[config.mk]
export PLATFORM = sky130hd
export DESIGN_NAME = seq_counter
export DESIGN_NICKNAME = d
export VERILOG_FILES = /design/src/rtl/sc_pkg.sv /design/src/rtl/sc_wdog.sv /design/src/rtl/seq_counter.sv
export SDC_FILE = /design/constraint.sdc
export NUM_CORES = 1
export LEC_CHECK = 0
export ABC_AREA = 0
export ABC_CLOCK_PERIOD_IN_PS = 1900
export CAP_MARGIN = 20
export CORE_AREA = 2 2 45 47
export DETAILED_ROUTE_END_ITERATION = 16
export DIE_AREA = 0 0 47 49
export GPL_TIMING_DRIVEN = 0
export PLACE_DENSITY = 0.73
export SYNTH_ARGS = -nofsm -noshare
export SYNTH_HDL_FRONTEND = slang
export SYNTH_HIERARCHICAL = 1
export SYNTH_SLANG_ARGS = --single-unit
[constraint.sdc]
create_clock -name clk -period 1.9 [get_ports clk]
set_clock_uncertainty 0.2 [all_clocks]
set_input_delay 0.38 -clock clk [delete_from_list [all_inputs] [get_ports clk]]
set_output_delay 0.38 -clock clk [all_outputs]
set_load 0.1 [all_outputs]
[src/rtl/sc_pkg.sv]
// Shared types and default sizing for the sequence counter slice.
package sc_pkg;

  typedef enum logic [1:0] {
    RUN    = 2'd0,
    HALTED = 2'd1,
    FAULT  = 2'd2
  } sc_state_t;

  localparam int unsigned SC_N     = 4;
  localparam int unsigned SC_MAX_T = 15;

endpackage : sc_pkg

[src/rtl/sc_wdog.sv]
// Watchdog for the sequence counter: counts RUN cycles since the last sequence
// boundary and flags expiry on the edge where the count reaches WDOG.
module sc_wdog #(
  parameter int unsigned WDOG = 32
) (
  input  logic clk,
  input  logic rst_n,
  input  logic run_i,
  input  logic boundary_i,
  output logic expire_o
);

  localparam int unsigned W = $clog2(WDOG + 1);

  logic [W-1:0] cnt_q;

  assign expire_o = run_i && !boundary_i && (cnt_q == W'(WDOG - 1));

  always_ff @(posedge clk or negedge rst_n) begin
    if (!rst_n) begin
      cnt_q <= '0;
    end else if (run_i) begin
      if (boundary_i)        cnt_q <= '0;
      else if (!expire_o)    cnt_q <= cnt_q + W'(1);
    end
  end

endmodule : sc_wdog

[src/rtl/seq_counter.sv]
// Sequence counter driving the timing decoder select lines, with halt-on-boundary
// and a saturating completed-sequence count. Optional watchdog: SC_WDOG_EN.
module seq_counter
  import sc_pkg::*;
#(
  parameter int unsigned N     = SC_N,
  parameter int unsigned MAX_T = SC_MAX_T,
  parameter int unsigned CW    = 8,
  parameter int unsigned WDOG  = 32
) (
  input  logic          clk,
  input  logic          rst_n,
  input  logic          sc_clr,
  input  logic          sc_ld,
  input  logic [N-1:0]  sc_ld_val,
  input  logic          sc_inc,
  input  logic          halt_req,
  input  logic          resume,
  output logic [N-1:0]  sc_out,
  output logic          sc_wrap,
  output logic [CW-1:0] seq_cnt,
  output logic          halted,
  output logic          wdog_fault
);

  localparam logic [N-1:0] MAX_V = N'(MAX_T);

  if (MAX_T < 1 || MAX_T > (2**N) - 1 || WDOG < 1) begin : g_bad_param
    $error("seq_counter: MAX_T or WDOG out of range");
  end

  sc_state_t     state_q;
  logic [N-1:0]  sc_q;
  logic          wrap_q;
  logic [CW-1:0] seq_cnt_q;
  logic          halted_q;

  logic          boundary_d;
  logic [N-1:0]  ld_val_d;
  logic [CW-1:0] seq_cnt_d;
  logic          expire_d;

  // A clear always ends a sequence; a wrap only counts if nothing outranks the increment.
  assign boundary_d = (state_q == RUN) &&
                      (sc_clr || (!sc_ld && sc_inc && (sc_q == MAX_V)));
  assign ld_val_d   = (sc_ld_val > MAX_V) ? MAX_V : sc_ld_val;
  assign seq_cnt_d  = (&seq_cnt_q) ? seq_cnt_q : seq_cnt_q + CW'(1);

`ifdef SC_WDOG_EN
  sc_wdog #(.WDOG(WDOG)) u_wdog (
    .clk        (clk),
    .rst_n      (rst_n),
    .run_i      (state_q == RUN),
    .boundary_i (boundary_d),
    .expire_o   (expire_d)
  );
  assign wdog_fault = (state_q == FAULT);
`else
  assign expire_d   = 1'b0;
  assign wdog_fault = 1'b0;
`endif

  // NOTE: all state here is written with <= so every branch sees pre-edge values.
  always_ff @(posedge clk or negedge rst_n) begin
    if (!rst_n) begin
      state_q   <= RUN;
      sc_q      <= '0;
      wrap_q    <= 1'b0;
      seq_cnt_q <= '0;
      halted_q  <= 1'b0;
    end else begin
      wrap_q <= 1'b0;
      unique case (state_q)
        RUN: begin
          if (expire_d) begin
            state_q <= FAULT;
            sc_q    <= '0;
          end else begin
            if (sc_clr)                         sc_q <= '0;
            else if (sc_ld)                     sc_q <= ld_val_d;
            else if (sc_inc && sc_q == MAX_V) begin
              sc_q   <= '0;
              wrap_q <= 1'b1;
            end
            else if (sc_inc)                    sc_q <= sc_q + N'(1);

            if (boundary_d) begin
              seq_cnt_q <= seq_cnt_d;
              if (halt_req) begin
                state_q  <= HALTED;
                halted_q <= 1'b1;
              end
            end
          end
        end
        HALTED: begin
          sc_q <= '0;
          if (resume && !halt_req) begin
            state_q  <= RUN;
            halted_q <= 1'b0;
          end
        end
        default: begin
          // FAULT is terminal until reset.
          sc_q     <= '0;
          halted_q <= 1'b0;
        end
      endcase
    end
  end

  assign sc_out  = sc_q;
  assign sc_wrap = wrap_q;
  assign seq_cnt = seq_cnt_q;
  assign halted  = halted_q;

endmodule : seq_counter

======== Word-level counts from Yosys, hierarchy flattened ========
Index checks and enable logic that the tools add are counted.
word-level totals
  memory bits (writable) .................. 0
  bits in latches ......................... 0
  bits in read-only memories .............. 0
  memories kept ........................... 0
  register bits after elaboration ......... 16
  output and inout port bits .............. 15
  word-level logic and storage cells ...... 47
  input bits .............................. 11
operators by class
  muxes and demuxes ....................... 18
  add/sub/neg operators ................... 2
  multipliers ............................. 0
  equality and inequality tests ........... 6
  div/mod/pow operators ................... 0
  bitwise gates (word level) .............. 1
  reduce and logical (&&, ||, !) cells .... 14
  order comparisons ....................... 1
  shifts and indexed selects .............. 0
operator list
  kind                                                                     number
  4-bit 2-to-1 mux                                                         6
  8-bit by 1-bit adder with 8-bit output, second input constant            1
  8-bit AND reduction                                                      1
  1-bit 2-to-1 mux                                                         7
  2-bit 2-to-1 mux                                                         3
  2-bit inequality test, second input constant                             3
  3-bit AND reduction                                                      2
  1-bit logical AND                                                        5
  5-bit by 4-bit inequality test with 1-bit output, second input constant  1
  4-bit by 1-bit adder with 4-bit output, second input constant            1
  4-bit == test, second input constant                                     1
  4-bit greater-than comparator, second input constant                     1
  2-bit one-hot mux with 2 select lines                                    1
  4-bit AND reduction                                                      1
  2-bit by 1-bit == test with 1-bit output, second input constant          1
  1-bit logical NOT                                                        2
  2-bit logical NOT                                                        1
  1-bit one-hot mux with 2 select lines                                    1
  2-bit nonzero test                                                       1
  1-bit logical OR                                                         1
  1-bit NOT                                                                1

======== Longest topological paths before layout ========
Gate-level depths: netlist (run 1).
  depth in word-level cells ............... 7
  mapped depth ............................ 5
  mapped depth without buffers ............ 5

======== Least setup slack after synthesis (run 1) ========
No wires, ideal clock.
  path kind ............................... reg-to-reg
  from .................................... register sc_q[1] (netlist: sc_out[1])
  to ...................................... register seq_cnt_q[1] (netlist: seq_cnt[1])
  buffers on the path ..................... 0
  slack ................................... -0.526 ns
  clock period less this slack ............ 2.426 ns
  arrival ................................. 2.100 ns
  cell stages (with the launch flop) ...... 6
  library setup time ...................... 0.126 ns
  required time ........................... 1.574 ns
  cells stage by stage .................... dfrtp_1 -> ha_1 -> nand4_1 -> o21bai_1 -> nand2_1 -> mux2_2
between the ends
  word-level cells in the longest chain between the ends .. 5
RTL lines
  what                           line               source
  from (decl)                    seq_counter.sv:33  logic [N-1:0] sc_q;
  from (signal assigned)         seq_counter.sv:80  else if (sc_ld) sc_q <= ld_val_d;
  from (signal assigned)         seq_counter.sv:85  else if (sc_inc) sc_q <= sc_q + N'(1);
  4-bit == test                  seq_counter.sv:45  (sc_clr || (!sc_ld && sc_inc && (sc_q == MAX_V)));
  1-bit logical AND              seq_counter.sv:45
  1-bit logical OR               seq_counter.sv:45
  1-bit logical AND              seq_counter.sv:44  assign boundary_d = (state_q == RUN) &&
  3-bit AND reduction (no line)  --
  to (signal assigned)           seq_counter.sv:88  seq_cnt_q <= seq_cnt_d;
  to (decl)                      seq_counter.sv:35  logic [CW-1:0] seq_cnt_q;
Every way passes these cells.
A chain may end at the register's enable or synchronous reset.

======== Final worst setup path (run 1) ========
  from .................................... register sc_q[1] (netlist: sc_out[1])
  to ...................................... output sc_out[1]
RTL lines
  what       line               source
  to (decl)  seq_counter.sv:19  output logic [N-1:0] sc_out,
No word-level cell between the ends.

==> impl_metrics.env, run 1 <==
export IMPL_fmax_ghz=0.534
export IMPL_netlist_top_cells_area="dfrtp_1 (48%), xnor2_1 (4.8%), xor2_1 (4.8%), nand2_1 (3.6%), a21oi_1 (3.4%)"
export IMPL_num_antenna_cells=0
export IMPL_ys_top_cells_by_count="dfrtp_1 (14), nand2_1 (7), a21oi_1 (5), nand3_1 (5)"
export IMPL_synth_distinct_cells=27
export IMPL_syn_area_per_cell_um2=10.3
export IMPL_syn_inst=71
export IMPL_grt_max_degree=15
export IMPL_critPathMaxFanout=5
export IMPL_seq_area_um2=377
export IMPL_critPathKind="reg -> out"
export IMPL_die_h_um=49
export IMPL_synth_edff_count=0
export IMPL_num_vias=628
export IMPL_tightest_slew_ps=634
export IMPL_area_growth_syn_to_layout_pct=53.2
export IMPL_preCtsSetupSlack_ps=-311
export IMPL_wire_per_inst_um=12.8
export IMPL_io_pins=26
export IMPL_synth_fp_nets=84
export IMPL_crit_slowest_cell="clkdlybuf4s18_2"
export IMPL_die_w_um=47
export IMPL_yosysWarnings=6
export IMPL_powerDensity_nw_per_um2=1540
export IMPL_dp_hpwl_um=1180
export IMPL_fill_cells=152
export IMPL_max_slew_margin_pct=57.6
export IMPL_worstSetupEndpointType="output pin"
export IMPL_cts_sink_count=14
export IMPL_track_usage_pct=16.5
export IMPL_r2r_start="seq_cnt[0]$_DFFE_PN0P_"
export IMPL_crit_chain="clkdlybuf4s18_2"
export IMPL_fin_crit_ps=1870
export IMPL_core_area_um2=1840
export IMPL_dieArea_um2=2300
export IMPL_cts_root_buf="clkbuf_4"
export IMPL_h_tree_depth=1
export IMPL_setup_viol=0
export IMPL_reg2reg_depth=5
export IMPL_fin_crit_sh_pct=98.5
export IMPL_r2r_slack_ps=90
export IMPL_crit_required_ps=1320
export IMPL_ys_ff_latch=14
export IMPL_grt_pass1_wl_um=2660
export IMPL_drive_gt1_share_pct=41.4
export IMPL_slew_viol_final=0
export IMPL_final_util_pct=60.7
export IMPL_p_leak_nw=0.461
export IMPL_synthFlopType="dfrtp_1"
export IMPL_max_stage_delay_ps=550
export IMPL_min_path_type="in -> async"
export IMPL_worstSkewPairLatency_ps=290
export IMPL_cts_tree="yes"
export IMPL_finalWeightedCongestion=0.752
export IMPL_yosysSeqAreaShare_pct=48.0
export IMPL_clkTransAtPathRegs_ps=90
export IMPL_clk_path_buf_depth=2
export IMPL_crit_buf_inv=1
export IMPL_portBuffers=24
export IMPL_critPathLaunchType="flop"
export IMPL_viasPerCell=4.98
export IMPL_timing_hold_ws_ps=279
export IMPL_dr_pass1_iters=4
export IMPL_drcViolationCount=0
export IMPL_hold_buffers=0
export IMPL_synthArstFlopShare_pct=100
export IMPL_drt_wl_total_um=1620
export IMPL_path_delay_family="buffers and inverters"
export IMPL_status="completed"
export IMPL_drv_cap=0
export IMPL_worstPathArrival_ps=1290
export IMPL_cts_setup_buffers=0
export IMPL_grt_pass1_vias=620
export IMPL_rsz0062_at_grt="no"
export IMPL_yosysMostFrequentCell="dfrtp_1"
export IMPL_nNetsFinal=113
export IMPL_multi_input_area_um2=407
export IMPL_hold_viol=0
export IMPL_netlist_area_um2=729
export IMPL_ant_nets=0
export IMPL_drtIter0Drc=8
export IMPL_rr_endpoint="seq_cnt[1]$_DFFE_PN0P_"
export IMPL_setup_ws_ps=28.9
export IMPL_netlist_area_leader_share_pct=48.0
export IMPL_rows=16
export IMPL_cts_buffers=3
export IMPL_ir_drop_v=0.00123
export IMPL_yosys_area_top_type="dfrtp_1"
export IMPL_antenna_found_initial=0
export IMPL_grt_ovfl_total=0
export IMPL_initial_core_util_pct=39.6
-- repair_timing --
action | CTS | global route
gates resized for setup | 44 | 6
setup endpoints to repair | 15 | 8
pin swaps | 0 | 0
-- logic make-up after synthesis --
logic type                 Yosys count  share of synthesized area [%]
buffers and inverters                3                           2.06
and+or+nand+nor                     26                           19.2
other                                1                          0.514
AOI/OAI and AO/OA                   16                           15.6
xor gates and xnor gates             8                           9.60
adders and majority gates            2                           3.43
muxes                                1                           1.54
DFF                                 14                           48.0
-- metrics by stage --
stage / cells / power [W] / area, um^2 / setup TNS [ps]
3_5_place_dp: 122 / 0.00154 / 1070 / -4220
5_1_grt: 126 / 0.00179 / 1120 / 0
6_report: 126 / 0.00172 / 1120 / 0
3_3_place_gp: 122 / 0.00153 / 1070 / -4180
4_1_cts: 126 / 0.00174 / 1120 / 0
2_1_floorplan: 71 / 0.00129 / 795 / -19.2
-- worst reg2reg max path, cell delays in order (launching register included) --
cell and delay (ps):
dfrtp_4 520, ha_4 170, and3_4 160, a31oi_2 240, nand2_1 130, mux2_2 280
-- layout make-up --
type                       count  area share [%]
timing repair buffer          24            22.3
inverter                       2           0.672
multi-input combinational     54            36.4
buffer                         1           0.672
sequential                    14            33.7
tap                           27            3.02
clock buffer                   4            3.25
-- registers in the layout, summed over array words and instances, names as in the netlist --
signal,cells
halted,1
sc_out,4
sc_wrap,1
seq_cnt,8
-- placed cells by master, fill, tap and decap left out, types with 2 or more instances in the layout --
cell	Yosys	routed
clkdlybuf4s18_2	0	4
nor2b_1	2	2
xor2_1	4	4
clkbuf_4	0	3
nor2_1	2	2
o21ai_0	3	3
a21oi_1	5	5
ha_4	0	2
dfrtp_4	0	4
nand2_1	7	7
and3_1	3	2
clkdlybuf4s50_1	0	9
dfrtp_2	0	9
nand2b_1	2	2
o211a_1	2	2
nor3_1	2	2
nand3_1	5	5
inv_1	2	2
clkdlybuf4s15_2	0	9
xnor2_1	4	4
-- worst max-delay path by stage --
| stage | start | end | slack [ps] | cells past startpoint |
|---|---|---|---|---|
| 6_report | sc_out[1]$_DFFE_PN0P_ | sc_out[1] | 30 | 1 |
| 5_1_grt | seq_cnt[0]$_DFFE_PN0P_ | seq_cnt[0] | 2 | 1 |
| 4_1_cts | sc_out[1]$_DFFE_PN0P_ | sc_out[1] | 5 | 1 |
| 3_5_place_dp | sc_inc | seq_cnt[1]$_DFFE_PN0P_ | -310 | 5 |
| 3_3_place_gp | sc_inc | seq_cnt[1]$_DFFE_PN0P_ | -300 | 5 |
| 2_1_floorplan | sc_out[1]$_DFFE_PN0P_ | seq_cnt[1]$_DFFE_PN0P_ | -20 | 5 |
-- power breakdown --
group          switching, W  total (W)  leakage (nW)  internal, W
clock             0.0000996   0.000216        0.0210     0.000117
sequential         0.000116   0.000526         0.161     0.000410
combinational      0.000741   0.000979         0.279     0.000238
-- routing by layer --
layer	share of wire, %	up-vias	GRT usage, %	wire, um
met5	0	-	0	0
met4	3.0	0	11.1	48
met3	4.6	4	2.22	74
met2	48	18	25.8	775
met1	44	299	20.1	718
li1	-	307	-	-
Note: power is estimated with default switching activity, not from simulation.
==> inputs of run 2 (changes only) <==
--- a/config.mk
+++ b/config.mk
@@ -8,11 +8,13 @@
 export ABC_AREA = 0
 export ABC_CLOCK_PERIOD_IN_PS = 1900
 export CAP_MARGIN = 20
-export CORE_AREA = 2 2 45 47
+export CELL_PAD_IN_SITES_DETAIL_PLACEMENT = 0
+export CELL_PAD_IN_SITES_GLOBAL_PLACEMENT = 2
+export CORE_AREA = 2 2 42 82
 export DETAILED_ROUTE_END_ITERATION = 16
-export DIE_AREA = 0 0 47 49
+export DIE_AREA = 0 0 44 84
 export GPL_TIMING_DRIVEN = 0
-export PLACE_DENSITY = 0.73
+export PLACE_DENSITY_LB_ADDON = 0.1
 export SYNTH_ARGS = -nofsm -noshare
 export SYNTH_HDL_FRONTEND = slang
 export SYNTH_HIERARCHICAL = 1
==> run 2 against run 1 <==
Net effect:
- worst hold slack better by 4.2 ps
- design area up 3.8%
- sequential cell count unchanged
==> impl_metrics.env, run 2 (synthesis gave the netlist of run 1 again) <==
export IMPL_worstSetupEndpointType="output pin"
export IMPL_antenna_found_initial=0
export IMPL_fin_cells=131
export IMPL_critPathKind="reg -> out"
export IMPL_hold_viol=0
export IMPL_cts_buffers=3
export IMPL_h_tree_depth=1
export IMPL_p_leak_nw=0.459
export IMPL_grt_ovfl_total=0
export IMPL_clk_path_buf_depth=2
export IMPL_grt_pass1_wl_um=3240
export IMPL_die_h_um=84
export IMPL_num_antenna_cells=0
export IMPL_crit_required_ps=1320
export IMPL_nNetsFinal=114
export IMPL_max_stage_delay_ps=560
export IMPL_drtIter0Drc=10
export IMPL_num_vias=615
export IMPL_crit_buf_inv=1
export IMPL_grt_pass1_vias=669
export IMPL_setup_viol=0
export IMPL_worstSkewPairLatency_ps=240
export IMPL_slew_viol_final=0
export IMPL_rsz0062_at_grt="no"
export IMPL_use_met1_pct=12.4
export IMPL_final_util_pct=37.2
export IMPL_crit_slowest_cell="clkdlybuf4s15_2"
export IMPL_dp_cells=126
export IMPL_worstPathArrival_ps=1260
export IMPL_fin_crit_sh_pct=96.8
export IMPL_layout_commonest_cell="clkdlybuf4s15_2"
export IMPL_met2_usage_pct=21.9
export IMPL_io_pins=26
export IMPL_portBuffers=24
export IMPL_cts_root_buf="clkbuf_8"
export IMPL_status="completed"
export IMPL_mostFrequentLayoutCells="clkdlybuf4s15_2 (14), dfrtp_2 (9), clkdlybuf4s50_1 (9)"
export IMPL_powerDensity_nw_per_um2=1520
export IMPL_path_delay_family="buffers and inverters"
export IMPL_drv_cap=0
export IMPL_ant_nets=0
export IMPL_wire_per_inst_um=14.6
export IMPL_cts_tree="yes"
export IMPL_critPathLaunchType="flop"
export IMPL_min_path_type="reg -> reg"
export IMPL_drt_wl_total_um=1920
export IMPL_initial_core_util_pct=23.4
export IMPL_grt_max_degree=15
export IMPL_viasPerCell=4.69
export IMPL_dieArea_um2=3700
export IMPL_rows=29
export IMPL_track_usage_pct=12.2
export IMPL_clkTransAtPathRegs_ps=60
export IMPL_drive_gt1_share_pct=42.0
export IMPL_drcViolationCount=0
export IMPL_timing_hold_ws_ps=284
export IMPL_critPathMaxFanout=6
export IMPL_dp_hpwl_um=1520
export IMPL_cts_sink_count=14
export IMPL_finalWeightedCongestion=0.703
export IMPL_area_growth_syn_to_layout_pct=59.0
export IMPL_crit_chain="clkdlybuf4s15_2"
export IMPL_gr_usage_met3_pct=2.16
export IMPL_core_area_um2=3120
export IMPL_fmax_ghz=0.544
export IMPL_ir_drop_v=0.00115
export IMPL_tightest_slew_ps=680
export IMPL_die_w_um=44
export IMPL_busiest_layer="met2"
export IMPL_max_slew_margin_pct=54.5
export IMPL_dr_pass1_iters=4
export IMPL_power_w=0.00177
export IMPL_largest_register_ffs=8
export IMPL_fin_crit_ps=1840
==> run 2: changes by cell type in the layout (fill, tap and decap cells not counted), moves of 2 or more <==
cell / before / now
clkbuf_4: 3 / 0
clkbuf_8: 1 / 3
clkdlybuf4s18_2: 4 / 0
clkdlybuf4s15_2: 9 / 14
==> run 2: repair_timing <==
action,4_1_cts,5_1_grt
resized for setup,44,2
hold buffers,0,0
setup endpoints to repair,17,2
setup buffers,1,0
cloned,0,0
pin swaps,1,0
==> run 2: layer usage <==
metal / share of wire, % / routed length, um
met1: 35 / 679
met2: 59 / 1140
met3: 4.0 / 77
met4: 1.3 / 24
met5: 0 / 0
==> run 2: final timing paths <==
path / startpoint / end / slack, ps / cells after the start
setup / recovery: sc_out[0]$_DFFE_PN0P_ / sc_out[0] / 60 / 1
hold / removal: seq_cnt[6]$_DFFE_PN0P_ / seq_cnt[6]$_DFFE_PN0P_ / 280 / 1
setup reg to reg: seq_cnt[0]$_DFFE_PN0P_ / seq_cnt[7]$_DFFE_PN0P_ / 110 / 5
hold reg to reg: seq_cnt[6]$_DFFE_PN0P_ / seq_cnt[6]$_DFFE_PN0P_ / 280 / 1
max in group asynchronous: rst_n / seq_cnt[1]$_DFFE_PN0P_ / 640 / 1
min in group asynchronous: rst_n / sc_out[0]$_DFFE_PN0P_ / 350 / 1
==> run 2: where the power goes <==
part | leakage (nW) | total, W | switching (W) | internal (W)
clock network | 0.0228 | 0.000251 | 0.000103 | 0.000148
registers | 0.161 | 0.000528 | 0.000117 | 0.000411
logic | 0.275 | 0.000990 | 0.000748 | 0.000242
total | 0.459 | 0.00177 | 0.000967 | 0.000801
==> run 2: per-stage QoR <==
stage               instance area (um^2)  TNS (ps)  worst slack [ps]
CTS                                 1150         0              47.4
detailed placement                  1070     -4840              -386
floorplan                            795     -19.2             -19.2
finish                              1160         0              60.4
global route                        1160         0              27.9
global placement                    1070     -4820              -375
==> run 2: final cells by class <==
| class | instances | area (um^2) |
|---|---|---|
| clock buffer | 4 | 45.0 |
| multi-input combinational | 54 | 420 |
| inverter | 2 | 7.51 |
| tap | 31 | 38.8 |
| timing repair buffer | 25 | 264 |
| buffer | 1 | 7.51 |
| fill | 335 | 1960 |
| sequential | 14 | 377 |
==> inputs of run 3 (changes only) <==
--- a/config.mk
+++ b/config.mk
@@ -10,9 +10,9 @@
 export CAP_MARGIN = 20
 export CELL_PAD_IN_SITES_DETAIL_PLACEMENT = 0
 export CELL_PAD_IN_SITES_GLOBAL_PLACEMENT = 2
-export CORE_AREA = 2 2 42 82
+export CORE_AREA = 8 8 48 88
 export DETAILED_ROUTE_END_ITERATION = 16
-export DIE_AREA = 0 0 44 84
+export DIE_AREA = 0 0 56 96
 export GPL_TIMING_DRIVEN = 0
 export PLACE_DENSITY_LB_ADDON = 0.1
 export SYNTH_ARGS = -nofsm -noshare
==> run 3 against run 2 <==
Net effect:
- first-iteration DRC count is 30% lower
- design area is 0.43% lower
- sequential power hardly changed
- utilization is 0.16 points lower
- global-route usage is 3.5 points lower
- fmax is 0.28% lower
- non-clock buffer count stayed put
- via count is 2.1% higher
- worst hold slack worse by 3.3 ps
==> impl_metrics.env, run 3 (synthesis gave the netlist of run 1 again) <==
export IMPL_powerDensity_nw_per_um2=1540
export IMPL_dr_pass1_iters=3
export IMPL_cts_buffers=3
export IMPL_wire_per_inst_um=16.8
export IMPL_critPathMaxFanout=6
export IMPL_cts_root_buf="clkbuf_8"
export IMPL_p_int_w=0.000802
export IMPL_critPathKind="reg -> out"
export IMPL_grt_max_degree=15
export IMPL_cts_sink_count=14
export IMPL_pwr_share_clk_pct=14.4
export IMPL_drv_cap=0
export IMPL_crit_slowest_cell="clkdlybuf4s15_2"
export IMPL_setup_ws_ps=55.1
export IMPL_rows=29
export IMPL_io_pins=26
export IMPL_rsz0062_at_grt="no"
export IMPL_grt_pass1_wl_um=3730
export IMPL_tightest_slew_ps=688
export IMPL_clkTransAtPathRegs_ps=60
export IMPL_routed_wl_met3_um=141
export IMPL_max_stage_delay_ps=570
export IMPL_fin_cells=131
export IMPL_setup_viol=0
export IMPL_grt_pass1_vias=762
export IMPL_wl_met2_um=1280
export IMPL_dieArea_um2=5380
export IMPL_antenna_found_initial=0
export IMPL_critPathLaunchType="flop"
export IMPL_mostFrequentLayoutCells="clkdlybuf4s15_2 (14), dfrtp_2 (9), clkdlybuf4s50_1 (9)"
export IMPL_clk_path_buf_depth=2
export IMPL_worstPathArrival_ps=1260
export IMPL_cts_tree="yes"
export IMPL_fmax_ghz=0.542
export IMPL_grt_ovfl_total=0
export IMPL_core_area_um2=3120
export IMPL_finalWeightedCongestion=0.670
export IMPL_largest_register_ffs=8
export IMPL_min_path_type="reg -> reg"
export IMPL_initial_core_util_pct=23.4
export IMPL_dp_hpwl_um=1670
export IMPL_path_delay_family="buffers and inverters"
export IMPL_num_antenna_cells=0
export IMPL_nNetsFinal=114
export IMPL_fin_crit_ps=1840
export IMPL_tns_ps=0
export IMPL_die_h_um=96
export IMPL_drtIter0Drc=7
export IMPL_worstSkewPairLatency_ps=250
export IMPL_pwr_share_comb_pct=55.8
export IMPL_max_slew_margin_pct=54.0
export IMPL_crit_chain="clkdlybuf4s15_2"
export IMPL_ir_drop_v=0.00125
export IMPL_area_growth_syn_to_layout_pct=58.3
export IMPL_dp_cells=126
export IMPL_layout_commonest_cell="clkdlybuf4s15_2"
export IMPL_met1_length_um=724
export IMPL_worstSetupEndpointType="output pin"
export IMPL_preCtsSetupSlack_ps=-397
export IMPL_h_tree_depth=1
export IMPL_seqPwrFrac_pct=29.8
export IMPL_hold_viol=0
export IMPL_viasPerCell=4.79
export IMPL_portBuffers=24
export IMPL_num_vias=628
export IMPL_ant_nets=0
export IMPL_crit_required_ps=1320
export IMPL_p_sw_share_pct=55.0
export IMPL_slew_viol_final=0
export IMPL_track_usage_pct=8.67
export IMPL_drt_wl_total_um=2200
export IMPL_die_w_um=56
export IMPL_drcViolationCount=0
export IMPL_p_switching_w=0.000980
export IMPL_fill_cells=339
export IMPL_fin_crit_sh_pct=97.1
export IMPL_p_leak_nw=0.459
export IMPL_crit_buf_inv=1
export IMPL_drive_gt1_share_pct=41.0
export IMPL_status="completed"
export IMPL_top_layer="met4"
export IMPL_hold_buffers=0
## run 3: layout make-up
cell class | count | area [um^2] | share of cell area [%]
buffer | 1 | 7.51 | 0.650
inverter | 2 | 7.51 | 0.650
tap | 31 | 38.8 | 3.36
sequential | 14 | 377 | 32.6
clock buffer | 4 | 45.0 | 3.90
timing repair buffer | 25 | 264 | 22.9
multi-input combinational | 54 | 415 | 36.0
## run 3: layer usage
metal	global-route usage, %	vias to the layer above
li1	-	309
met2	15.9	20
met1	7.83	294
met3	2.91	5
met5	0	-
met4	5.85	0
## run 3: what timing repair did
item | in CTS | in global routing
gates cloned | 0 | 0
endpoints found under the setup margin | 16 | 1
pin swaps | 1 | 0
gates resized for setup | 44 | 1
buffers inserted | 1 | 0
## run 3: path summary, 6_finish.rpt
check	cells past startpoint	to	start	slack, ps
setup reg to reg	5	seq_cnt[7]$_DFFE_PN0P_	seq_cnt[0]$_DFFE_PN0P_	110
setup / recovery	1	sc_out[0]	sc_out[0]$_DFFE_PN0P_	60
min in group asynchronous	1	sc_out[0]$_DFFE_PN0P_	rst_n	350
max in group asynchronous	1	seq_cnt[0]$_DFFE_PN0P_	rst_n	640
hold / removal	1	seq_cnt[6]$_DFFE_PN0P_	seq_cnt[6]$_DFFE_PN0P_	280
hold reg to reg	1	seq_cnt[6]$_DFFE_PN0P_	seq_cnt[6]$_DFFE_PN0P_	280
## run 3: per-stage QoR
stage | area (um^2) | power [W] | util [%] | hold WS [ps]
floorplan | 795 | 0.00129 | - | -116
global placement | 1070 | 0.00155 | 34.4 | 267
detailed placement | 1070 | 0.00156 | 34.4 | 267
CTS | 1150 | 0.00181 | 36.7 | 280
global route | 1150 | 0.00187 | 37.0 | 295
finish | 1150 | 0.00178 | 37.0 | 280
## run 3: worst register-to-register path: cells and delay by family (launching register included)
kind                       cells  cell delay (ps)
xor gates and xnor gates       1              140
adders and majority gates      1              170
and+or+nand+nor                2              470
DFF                            1              500
AOI/OAI and AO/OA              1              240
## run 3: power by group through the flow
stage	registers (W)	clock network [W]	logic, W
final	0.000531	0.000257	0.000994
after global routing	0.000551	0.000279	0.00104
after CTS	0.000532	0.000272	0.00100
after detailed placement	0.000537	0	0.00102
after global placement	0.000535	0	0.00102
after floorplan	0.00112	0	0.000168
